===== config.mk =====
export PLATFORM = sky130hd
export DESIGN_NAME = uart_v2_rx
export DESIGN_NICKNAME = d
export VERILOG_FILES = /design/src/rtl/uart_pkg.sv /design/src/rtl/sync_fifo.sv /design/src/rtl/uart_v2_rx.sv
export SDC_FILE = /design/constraint.sdc
export NUM_CORES = 1
export LEC_CHECK = 0
export CORE_ASPECT_RATIO = 1.1
export CORE_MARGIN = 2
export CORE_UTILIZATION = 59
export CTS_CLUSTER_SIZE = 28
export DETAILED_ROUTE_END_ITERATION = 16
export PLACE_DENSITY_LB_ADDON = 0.2
export SKIP_LAST_GASP = 1
export SYNTH_ARGS = -nofsm -noshare
export SYNTH_HDL_FRONTEND = slang
export SYNTH_SLANG_ARGS = --single-unit

===== constraint.sdc =====
create_clock -name sysclk -period 2.12 [get_ports sysclk]
set_input_delay 0.424 -clock sysclk [delete_from_list [all_inputs] [get_ports sysclk]]
set_output_delay 0.424 -clock sysclk [all_outputs]
set_load 0.02 [all_outputs]

===== src/rtl/uart_pkg.sv =====
// Shared types and helpers for the uart_v2 receive/transmit paths.
// Holds the receiver state encoding, frame geometry and the sample voter.
// No logic of its own; imported by the rx top and future tx blocks.
package uart_pkg;

    typedef enum logic [2:0] {
        IDLE      = 3'd0,
        START     = 3'd1,
        DATA      = 3'd2,
        STOP      = 3'd3,
        WAIT_HIGH = 3'd4
    } rx_state_t;

    localparam int SAMPLES_PER_BIT = 4;
    localparam int DATA_BITS       = 8;

    // Two-out-of-three vote over the samples taken inside one bit window.
    function automatic logic majority3(input logic a, input logic b, input logic c);
        return (a & b) | (a & c) | (b & c);
    endfunction

endpackage


===== src/rtl/sync_fifo.sv =====
// Generic synchronous FIFO with a registered first-word-fall-through head.
// Latency: a push is visible on dout/empty the cycle after it is accepted.
// Backpressure: push is dropped while full unless a pop frees a slot that cycle; pop ignored while empty.
module sync_fifo #(
    parameter int WIDTH = 8,
    parameter int DEPTH = 4,
    localparam int AW   = $clog2(DEPTH)
) (
    input  logic             clk,
    input  logic             rst,
    input  logic             push,
    input  logic             pop,
    input  logic [WIDTH-1:0] din,
    output logic [WIDTH-1:0] dout,
    output logic             full,
    output logic             empty,
    output logic [AW:0]      count
);

    logic [WIDTH-1:0] mem [DEPTH];
    logic [AW-1:0]    wr_ptr;
    logic [AW-1:0]    rd_ptr;
    logic             do_push;
    logic             do_pop;

    assign empty   = (count == '0);
    assign full    = (count == (AW+1)'(DEPTH));
    assign do_pop  = pop && !empty;
    // A full FIFO can still accept a push when the same cycle frees the head slot.
    assign do_push = push && (!full || do_pop);

    // Storage array; written only on an accepted push, never reset.
    always_ff @(posedge clk) begin
        if (do_push) begin
            mem[wr_ptr] <= din;
        end
    end

    // Pointers and occupancy; pointers wrap naturally at DEPTH.
    always_ff @(posedge clk) begin
        if (rst) begin
            wr_ptr <= '0;
            rd_ptr <= '0;
            count  <= '0;
        end else begin
            if (do_push) wr_ptr <= wr_ptr + AW'(1);
            if (do_pop)  rd_ptr <= rd_ptr + AW'(1);
            count <= count + (AW+1)'(do_push) - (AW+1)'(do_pop);
        end
    end

    // Registered head: tracks the entry at rd_ptr, zero whenever the FIFO is empty.
    always_ff @(posedge clk) begin
        if (rst) begin
            dout <= '0;
        end else if (do_pop) begin
            if (count == (AW+1)'(1)) begin
                dout <= do_push ? din : '0;
            end else begin
                dout <= mem[rd_ptr + AW'(1)];
            end
        end else if (empty && do_push) begin
            dout <= din;
        end
    end

endmodule


===== src/rtl/uart_v2_rx.sv =====
// 8N1 UART receiver: 4x oversampling, 3-sample majority vote, byte FIFO toward the MCU.
// Latency: byte appears on rx_valid 2 + 39*CLKS_PER_SAMPLE + 2 clocks after the start edge.
// Backpressure: none toward the line; a byte arriving to a full FIFO is dropped and flags overrun.
module uart_v2_rx
    import uart_pkg::*;
#(
    parameter int CLKS_PER_SAMPLE = 109,
    parameter int FIFO_DEPTH      = 4
) (
    input  logic       sysclk,
    input  logic       sysreset,
    input  logic       rx_line,
    input  logic       rx_read,
    input  logic       clear_errors,
    output logic [7:0] rx_data,
    output logic       rx_valid,
    output logic       rx_busy,
    output logic       framing_error,
    output logic       overrun
);

    localparam int PW = (CLKS_PER_SAMPLE > 1) ? $clog2(CLKS_PER_SAMPLE) : 1;
    localparam int SW = $clog2(SAMPLES_PER_BIT);
    localparam int CW = $clog2(FIFO_DEPTH) + 1;

    rx_state_t state, state_next;

    logic          sync_ff;
    logic          rxs;
    logic [PW-1:0] presc;
    logic          tick;
    logic [SW-1:0] sub;
    logic [1:0]    votes;
    logic [2:0]    bit_cnt;
    logic [7:0]    shreg;
    logic          push_req;
    logic          decide;
    logic          maj;
    logic          shift_en;
    logic          stop_ok;
    logic          stop_bad;
    logic          fifo_full;
    logic          fifo_empty;
    logic [CW-1:0] fifo_count;
    logic          pop_ok;
    logic          ovr_set;

    assign tick   = (presc == PW'(CLKS_PER_SAMPLE - 1));
    // The third sample of a bit window is the current tick; the first two are held in votes.
    assign decide = tick && (sub == SW'(SAMPLES_PER_BIT - 2));
    assign maj    = majority3(votes[0], votes[1], rxs);

    // Two-flop synchronizer on the asynchronous line; idles high.
    always_ff @(posedge sysclk) begin
        if (sysreset) begin
            sync_ff <= 1'b1;
            rxs     <= 1'b1;
        end else begin
            sync_ff <= rx_line;
            rxs     <= sync_ff;
        end
    end

    // FSM state register.
    always_ff @(posedge sysclk) begin
        if (sysreset) state <= IDLE;
        else          state <= state_next;
    end

    // FSM next-state: walk start, data and stop windows on each bit decision.
    always_comb begin
        state_next = state;
        case (state)
            IDLE:      if (!rxs) state_next = START;
            START:     if (decide) state_next = maj ? IDLE : DATA;
            DATA:      if (decide && bit_cnt == 3'(DATA_BITS - 1)) state_next = STOP;
            STOP:      if (decide) state_next = maj ? IDLE : WAIT_HIGH;
            WAIT_HIGH: if (rxs) state_next = IDLE;
            default:   state_next = IDLE;
        endcase
    end

    // FSM outputs: data shift strobe and stop-bit verdicts.
    always_comb begin
        shift_en = 1'b0;
        stop_ok  = 1'b0;
        stop_bad = 1'b0;
        case (state)
            DATA: shift_en = decide;
            STOP: begin
                stop_ok  = decide && maj;
                stop_bad = decide && !maj;
            end
            default: ;
        endcase
    end

    // Sample timing, vote capture, data shift register and the delayed push strobe.
    always_ff @(posedge sysclk) begin
        if (sysreset) begin
            presc    <= '0;
            sub      <= '0;
            votes    <= '0;
            bit_cnt  <= '0;
            shreg    <= '0;
            push_req <= 1'b0;
            rx_busy  <= 1'b0;
        end else begin
            if (state == IDLE || tick) presc <= '0;
            else                       presc <= presc + PW'(1);

            if (state == IDLE) sub <= '0;
            else if (tick)     sub <= sub + SW'(1);

            if (tick && sub == SW'(0)) votes[0] <= rxs;
            if (tick && sub == SW'(1)) votes[1] <= rxs;

            if (state != DATA) bit_cnt <= '0;
            else if (shift_en) bit_cnt <= bit_cnt + 3'd1;

            if (shift_en) shreg <= {maj, shreg[7:1]};

            push_req <= stop_ok;
            rx_busy  <= (state_next != IDLE);
        end
    end

    assign pop_ok  = rx_read && !fifo_empty;
    assign ovr_set = push_req && fifo_full && !pop_ok;

    // Sticky error flags; a new error in the clearing cycle survives the clear.
    always_ff @(posedge sysclk) begin
        if (sysreset) begin
            framing_error <= 1'b0;
            overrun       <= 1'b0;
        end else begin
            if (stop_bad)          framing_error <= 1'b1;
            else if (clear_errors) framing_error <= 1'b0;

            if (ovr_set)           overrun <= 1'b1;
            else if (clear_errors) overrun <= 1'b0;
        end
    end

    sync_fifo #(
        .WIDTH (8),
        .DEPTH (FIFO_DEPTH)
    ) u_fifo (
        .clk   (sysclk),
        .rst   (sysreset),
        .push  (push_req),
        .pop   (rx_read),
        .din   (shreg),
        .dout  (rx_data),
        .full  (fifo_full),
        .empty (fifo_empty),
        .count (fifo_count)
    );

    assign rx_valid = (fifo_count != '0);

endmodule


==> results.tsv, run 1 <==
stage	metric	value	unit
detailed_routing	drtPass1Iterations	4	
pwr	powerDensity	1030	mW/mm²
hold_path	min_from	sync_ff	
place	place_area	0.00355	mm²
logic_synthesis	async_reset_ff_frac	0	
sta	rsz0062_at_grt	no	
logic_synthesis	syn_nets	285	
global_routing	grt_pass1_wl	9310	µm
worst_setup_path	crit_required	2370	ps
flow_run	cap_violations	0	
floorplanning	core_area	0.00540	mm²
clock_network	clk_latency	350	ps
worst_setup_path	path_buf_inv	1	
clock_network	cts_tree	yes	
detailed_routing	drtIter0Drc	145	
logic_synthesis	netlist-cell-type-count	47	
global_routing	antenna_found_initial	0	
logic_synthesis	seq_area_frac_synth	0.570	
finish	synthToLayoutAreaGrowth	14.2	%
pwr	sequentialPowerShare	0.454	
clock_network	postCtsHoldBufs	0	
worst_setup_path	critical_path.top_delay_family	adder cells	
global_routing	track_usage	0.206	
clock_network	post_cts.repair.setup_buffers	0	
hold_path	worstHoldEndpoint	rxs	
detailed_routing	wl_per_cell	14.9	µm
sta	drv_slew	0	
worst_setup_path	ff2ff_setup_slack	70	ps
hold_path	min_path_type	flop to flop	
floorplanning	die_w	75.3	µm
place	globalplace.congestion	0.774	
pwr	p_leak	1.45	nW
floorplanning	start_util	0.612	
finish	seq_area	0.00188	mm²
worst_setup_path	r2r_start	u_fifo.count[2]	
sta	setup_viol	0	
finish	drive_gt1_frac	0.172	
finish	layout.cells.non_filler	372	
finish	fillers	396	
global_routing	grt_max_degree	19	
logic_synthesis	syn_inst	266	
sta	period_share	0.965	
pwr	switching_share	0.287	
finish	multi_input_area	0.00128	mm²
clock_network	ctsHtreeMaxLevel	3	
worst_setup_path	worstReg2RegEnd	u_fifo.count[2]	
finish	final_util	0.699	
logic_synthesis	ys.flop_type	dfxtp_1	
detailed_routing	remaining_drc_errors	0	
worst_setup_path	cp-start-kind	flop	
worst_setup_path	worstPathArrival	2290	ps
sta	fmax	0.489	GHz
clock_network	numCtsBuffers	9	
place	place_inst	356	
worst_setup_path	path_cells	o31a_4 > ha_1 > inv_1 > ha_1 > fa_1 > xnor2_1 > nor2_1	
logic_synthesis	synth_area_per_cell	12.4	µm²
sta	finalHoldViolations	0	
worst_setup_path	end_kind	flop	
floorplanning	pin_count	17	
clock_network	clk_path_buf_depth	2	
worst_setup_path	r2r_cells	7	
finish	design_area	0.00377	mm²
worst_setup_path	path_max_fanout	6	
sta	tightest_slew	552	ps
worst_setup_path	max_stage_delay	400	ps
detailed_routing	detail-route-antenna-nets	0	
detailed_routing	routed_wl	5550	µm
hold_path	hold_path_depth	1	
place	dpl.hpwl	3950	µm
place	io_buffers	16	
clock_network	clk_pin_slew_worst_paths	80	ps
detailed_routing	vias	1992	
global_routing	grt_pass1_vias	1917	
sta	finalWorstPathRequiredPeriod	2050	ps
logic_synthesis	synth-edff-count	32	
finish	nets	311	
logic_synthesis	ys_ff_latch	78	
clock_network	root_buffer	clkbuf_8	
pwr	combPwrFrac	0.234	
clock_network	numClockSinks	78	
finish	antenna_cells	0	
sta	finalClockSkew	6.53	ps
worst_setup_path	cp_common_cell	ha_1	
floorplanning	die_height	82.4	µm
pwr	vdd_drop_max	0.000516	V
pwr	power_frac_clock	0.312	
sta	slew-limit-headroom	0.629	
sta	fin_ws	74.0	ps
worst_setup_path	worstSetupPathType	flop to flop	
logic_synthesis	syn_area	0.00330	mm²
run_status	status	finished clean	
floorplanning	rows	28	
global_routing	grt_remaining_overflow	0	
pwr	p_int	2.77	mW
detailed_routing	viasPerCell	5.35	
pwr	switchingPower	1.11	mW
sta	setup_tns	0	ps
worst_setup_path	crit_path_top_delay_cell	dfxtp_1	
floorplanning	die_area	0.00621	mm²
place	place_ws	-212	ps
logic_synthesis	yosys_warnings	0	
[per-stage QoR]
stage	hold WS, ps	power [mW]
2_1_floorplan	389	2.38
3_3_place_gp	415	2.66
3_5_place_dp	405	2.69
4_1_cts	427	3.91
5_1_grt	439	4.05
6_report	420	3.88
[per-layer routing]
layer	vias to the layer above	routed length (µm)	global-route usage
met5	-	0	0
met1	950	2710	0.288
met3	10	206	0.0655
met2	37	2530	0.298
met4	0	99	0.0842
li1	995	-	-
[sequential cells by signal (all words and copies together) (netlist names), 2 cells and up]
name,cells
bit_cnt,3
u_fifo.rd_ptr,2
u_fifo.mem,32
presc,7
votes,2
u_fifo.dout,8
shreg,8
u_fifo.count,3
sub,2
state,3
u_fifo.wr_ptr,2
[power by group through the flow]
stage	clock network (mW)	logic [mW]	registers (mW)
6_report	1.21	0.908	1.76
5_1_grt	1.29	0.984	1.78
4_1_cts	1.23	0.913	1.76
3_5_place_dp	0	0.892	1.80
3_3_place_gp	0	0.867	1.79
2_1_floorplan	0	0.580	1.81
[cell families after synthesis]
logic type	share of synthesized area
multiplexers	0.0879
AO/OA/AOI/OAI	0.0648
flip-flops	0.570
XOR/XNOR	0.0318
buffers and inverters	0.0413
adder cells (fa/ha/maj)	0.0588
AND/OR/NAND/NOR	0.145
[final cells by class]
cell class | instances | share of cell area
tap | 75 | 0.0249
sequential | 78 | 0.499
multi-input combinational | 162 | 0.340
clock buffer | 9 | 0.0329
inverter | 16 | 0.0159
clock inverter | 7 | 0.0259
timing repair buffer | 25 | 0.0611
[cell usage after synthesis, types with 6 or more instances]
cell type | number | area (µm²)
a21oi_1 | 6 | 30.0
a221oi_1 | 8 | 70.1
dfxtp_1 | 46 | 921
edfxtp_1 | 32 | 961
ha_1 | 13 | 163
inv_1 | 16 | 60.1
mux2i_1 | 11 | 110
mux4_2 | 8 | 180
nand2_1 | 8 | 30.0
nor2_1 | 33 | 124
nor2b_1 | 7 | 43.8
nor3_1 | 10 | 50.1
xnor2_1 | 7 | 61.3
[what timing repair did]
action,4_1_cts,5_1_grt
endpoints found under the setup margin,0,1
gates resized for setup,0,1
hold endpoints to repair,0,0
[how the worst max path moves through the flow]
stage / from / endpoint / cells past startpoint
global placement: rx_read / u_fifo.count[2] / 7
detailed placement: rx_read / u_fifo.count[2] / 7
floorplan: u_fifo.count[1] / u_fifo.count[2] / 8
global route: u_fifo.count[2] / u_fifo.count[2] / 7
CTS: u_fifo.count[1] / rx_valid / 4
finish: u_fifo.count[2] / u_fifo.count[2] / 7
[worst reg2reg max path: stages, from the launching register on]
cell and delay, ps:
dfxtp_1 400, o31a_4 370, ha_1 280, inv_1 40, ha_1 190, fa_1 390
xnor2_1 210, nor2_1 60
[cell usage in the layout (no fill, tap or decap), types with 2 or more instances in the layout]
cell type	instances
or2_2	3
nand3_1	5
clkinvlp_4	2
dfxtp_1	46
mux2i_1	11
nor3_1	10
mux4_2	8
a221oi_1	8
xnor2_1	7
buf_4	9
nor4b_1	2
a21oi_1	6
o21ai_0	2
and2_1	5
clkbuf_8	9
bufinv_16	2
xor2_1	5
nor2_1	33
ha_1	13
edfxtp_1	32
clkdlybuf4s50_1	15
inv_1	16
nand4_1	2
nor2_2	4
nand2_1	8
nor2b_1	7
Power figures use the tool's default switching activity.
==> run 2, diff against run 1 <==
Settings changed: TNS_END_PERCENT set to 20.
==> results of run 2 <==
No change in the layout: final DEF, timing and power equal those of run 1.
==> run 3, diff against run 2 <==
Settings changed: CORE_UTILIZATION 59 to 53.
Clock period 2.12 ns to 1.7 ns, I/O delays scaled along.
==> results.tsv, run 3 (synthesis results as in run 1) <==
stage	metric	value	unit	change
clock_network	clk_pin_slew_worst_paths	80	ps	about the same
clock_network	cts_tree	yes		
worst_setup_path	path_max_fanout	2		-4
worst_setup_path	end_kind	flop		
sta	period_share	1.07		+0.108
place	io_buffers	16		unchanged
detailed_routing	drtPass1Iterations	4		unchanged
pwr	powerDensity	1190	mW/mm²	+16%
clock_network	clk_latency	340	ps	about the same
sta	setup_viol	4		+4
finish	reg_top3	u_fifo.mem (32), shreg (8), u_fifo.dout (8)		
finish	layout_commonest_cell	dfxtp_1		
detailed_routing	detail-route-antenna-nets	0		unchanged
detailed_routing	remaining_drc_errors	0		unchanged
run_status	status	finished with violations		
clock_network	postCtsHoldBufs	0		unchanged
clock_network	clk_path_buf_depth	2		unchanged
sta	fin_ws	-124	ps	-198 ps
detailed_routing	viasPerCell	5.19		-3.1%
floorplanning	die_w	79.2	µm	+5.2%
floorplanning	die_area	0.00688	mm²	+11%
clock_network	numCtsBuffers	9		unchanged
place	dpl.hpwl	3930	µm	-0.52%
sta	setup_tns	-270	ps	-270 ps
worst_setup_path	worstPathArrival	2100	ps	-190 ps
global_routing	grt_remaining_overflow	0		unchanged
finish	layout_common_cells	dfxtp_1 (44), nor2_1 (33), edfxtp_1 (32)		
worst_setup_path	r2r_start	u_fifo.count[0]		
clock_network	ctsHtreeMaxLevel	3		unchanged
place	place_inst	372		+4.5%
global_routing	met2_usage	0.302		+0.00374
worst_setup_path	worstReg2RegEnd	u_fifo.count[1]		
finish	largest_reg_flops	32		unchanged
global_routing	grt_util_met1	0.228		-0.0608
global_routing	grt_busiest_layer	met2		
sta	drv_slew	0		unchanged
pwr	p_leak	1.49	nW	+3.0%
detailed_routing	routed_wl	5390	µm	-2.9%
global_routing	antenna_found_initial	0		unchanged
global_routing	track_usage	0.180		-0.0259
sta	holdWs	424	ps	+4.58 ps
global_routing	grt_max_degree	17		-2
worst_setup_path	cp-start-kind	flop		
finish	final_util	0.638		-0.0611
flow_run	cap_violations	0		unchanged
detailed_routing	wl_per_cell	13.9	µm	-6.9%
sta	tightest_slew	590	ps	+37.6 ps
worst_setup_path	endpoint	u_fifo.count[1]		
floorplanning	core_area	0.00608	mm²	+13%
worst_setup_path	worstSetupPathType	flop to flop		
finish	drive_gt1_frac	0.231		+0.0588
worst_setup_path	crit_required	1980	ps	-390 ps
sta	slew-limit-headroom	0.604		-0.0252
worst_setup_path	r2r_cells	6		-1
sta	finalClockSkew	9.40	ps	+2.87 ps
finish	antenna_cells	0		unchanged
finish	design_area	0.00388	mm²	+2.9%
sta	finalHoldViolations	0		unchanged
hold_path	min_path_type	flop to flop		
detailed_routing	drtIter0Drc	104		-28%
sta	fmax	0.548	GHz	+12%
finish	largest_register	u_fifo.mem		
run_status	violations	setup timing		
sta	rsz0062_at_grt	yes		
place	place_area	0.00367	mm²	+3.4%
floorplanning	start_util	0.543		-0.0690
sta	finalWorstPathRequiredPeriod	1820	ps	-222 ps
finish	layout.cells.non_filler	388		+4.3%
floorplanning	pin_count	17		unchanged
finish	synthToLayoutAreaGrowth	17.5	%	
pwr	power	4.62	mW	+19%
clock_network	root_buffer	clkbuf_8		
worst_setup_path	ff2ff_setup_slack	-120	ps	-200 ps
floorplanning	die_height	86.8	µm	+5.2%
detailed_routing	vias	2013		+1.1%
place	place_ws	-491	ps	-279 ps
place	globalplace.congestion	0.794		+2.5%
clock_network	numClockSinks	78		unchanged
global_routing	grt_pass1_wl	9570	µm	+2.8%
floorplanning	rows	30		+7.1%
global_routing	grt_pass1_vias	2089		+9.0%
pwr	vdd_drop_max	0.000573	V	+11%
worst_setup_path	startpoint	u_fifo.count[0]		
finish	nets	322		+3.5%
global_routing	use_met3	0.0313		-0.0343
## run 3: cell count changes in the layout (fill, tap and decap cells not counted), sizes merged
cell	change
buf	+11
bufinv	-2
clkbuf	+5
clkinvlp	-2
dlygate4sd2	+1
dlymetal6s2s	-1
inv	-1
## run 3: final cells by class
cell class / instances / area, µm²
fill: 502 / 2200
sequential: 78 / 1880
multi-input combinational: 162 / 1350
timing repair buffer: 36 / 322
clock buffer: 14 / 153
tap: 80 / 100
inverter: 16 / 60.1
clock inverter: 2 / 10.0
## run 3: critical path, cell delays in order (launching register included)
cell     delay (ps)
dfxtp_2         330
o31a_4          360
ha_4            260
inv_2            40
ha_4            140
fa_2            510
nor2b_1         130
## run 3: worst min-delay path by stage
stage / from / end / depth (start not counted)
global route: sync_ff / rxs / 1
finish: sync_ff / rxs / 1
floorplan: sync_ff / rxs / 1
global placement: sync_ff / rxs / 1
CTS: sync_ff / rxs / 1
detailed placement: sync_ff / rxs / 1
## run 3: report_power, final
| part | leakage, nW | internal [mW] | switching [mW] | total [mW] |
|---|---|---|---|---|
| registers | 0.670 | 2.06 | 0.104 | 2.16 |
| logic | 0.734 | 0.659 | 0.623 | 1.28 |
| clock network | 0.0844 | 0.569 | 0.608 | 1.18 |
## run 3: per-layer routing
layer | vias up | share of wire | wire [µm]
met5 | - | 0 | 0
met4 | 0 | 0.017 | 93
met3 | 9 | 0.023 | 124
met2 | 24 | 0.51 | 2750
met1 | 968 | 0.45 | 2430
li1 | 1012 | - | -
## run 3: what timing repair did
item | in CTS | in global routing
endpoints found under the setup margin | 28 | 63
pin swaps | 4 | 5
setup buffers | 0 | 0
resized for setup | 7 | 5
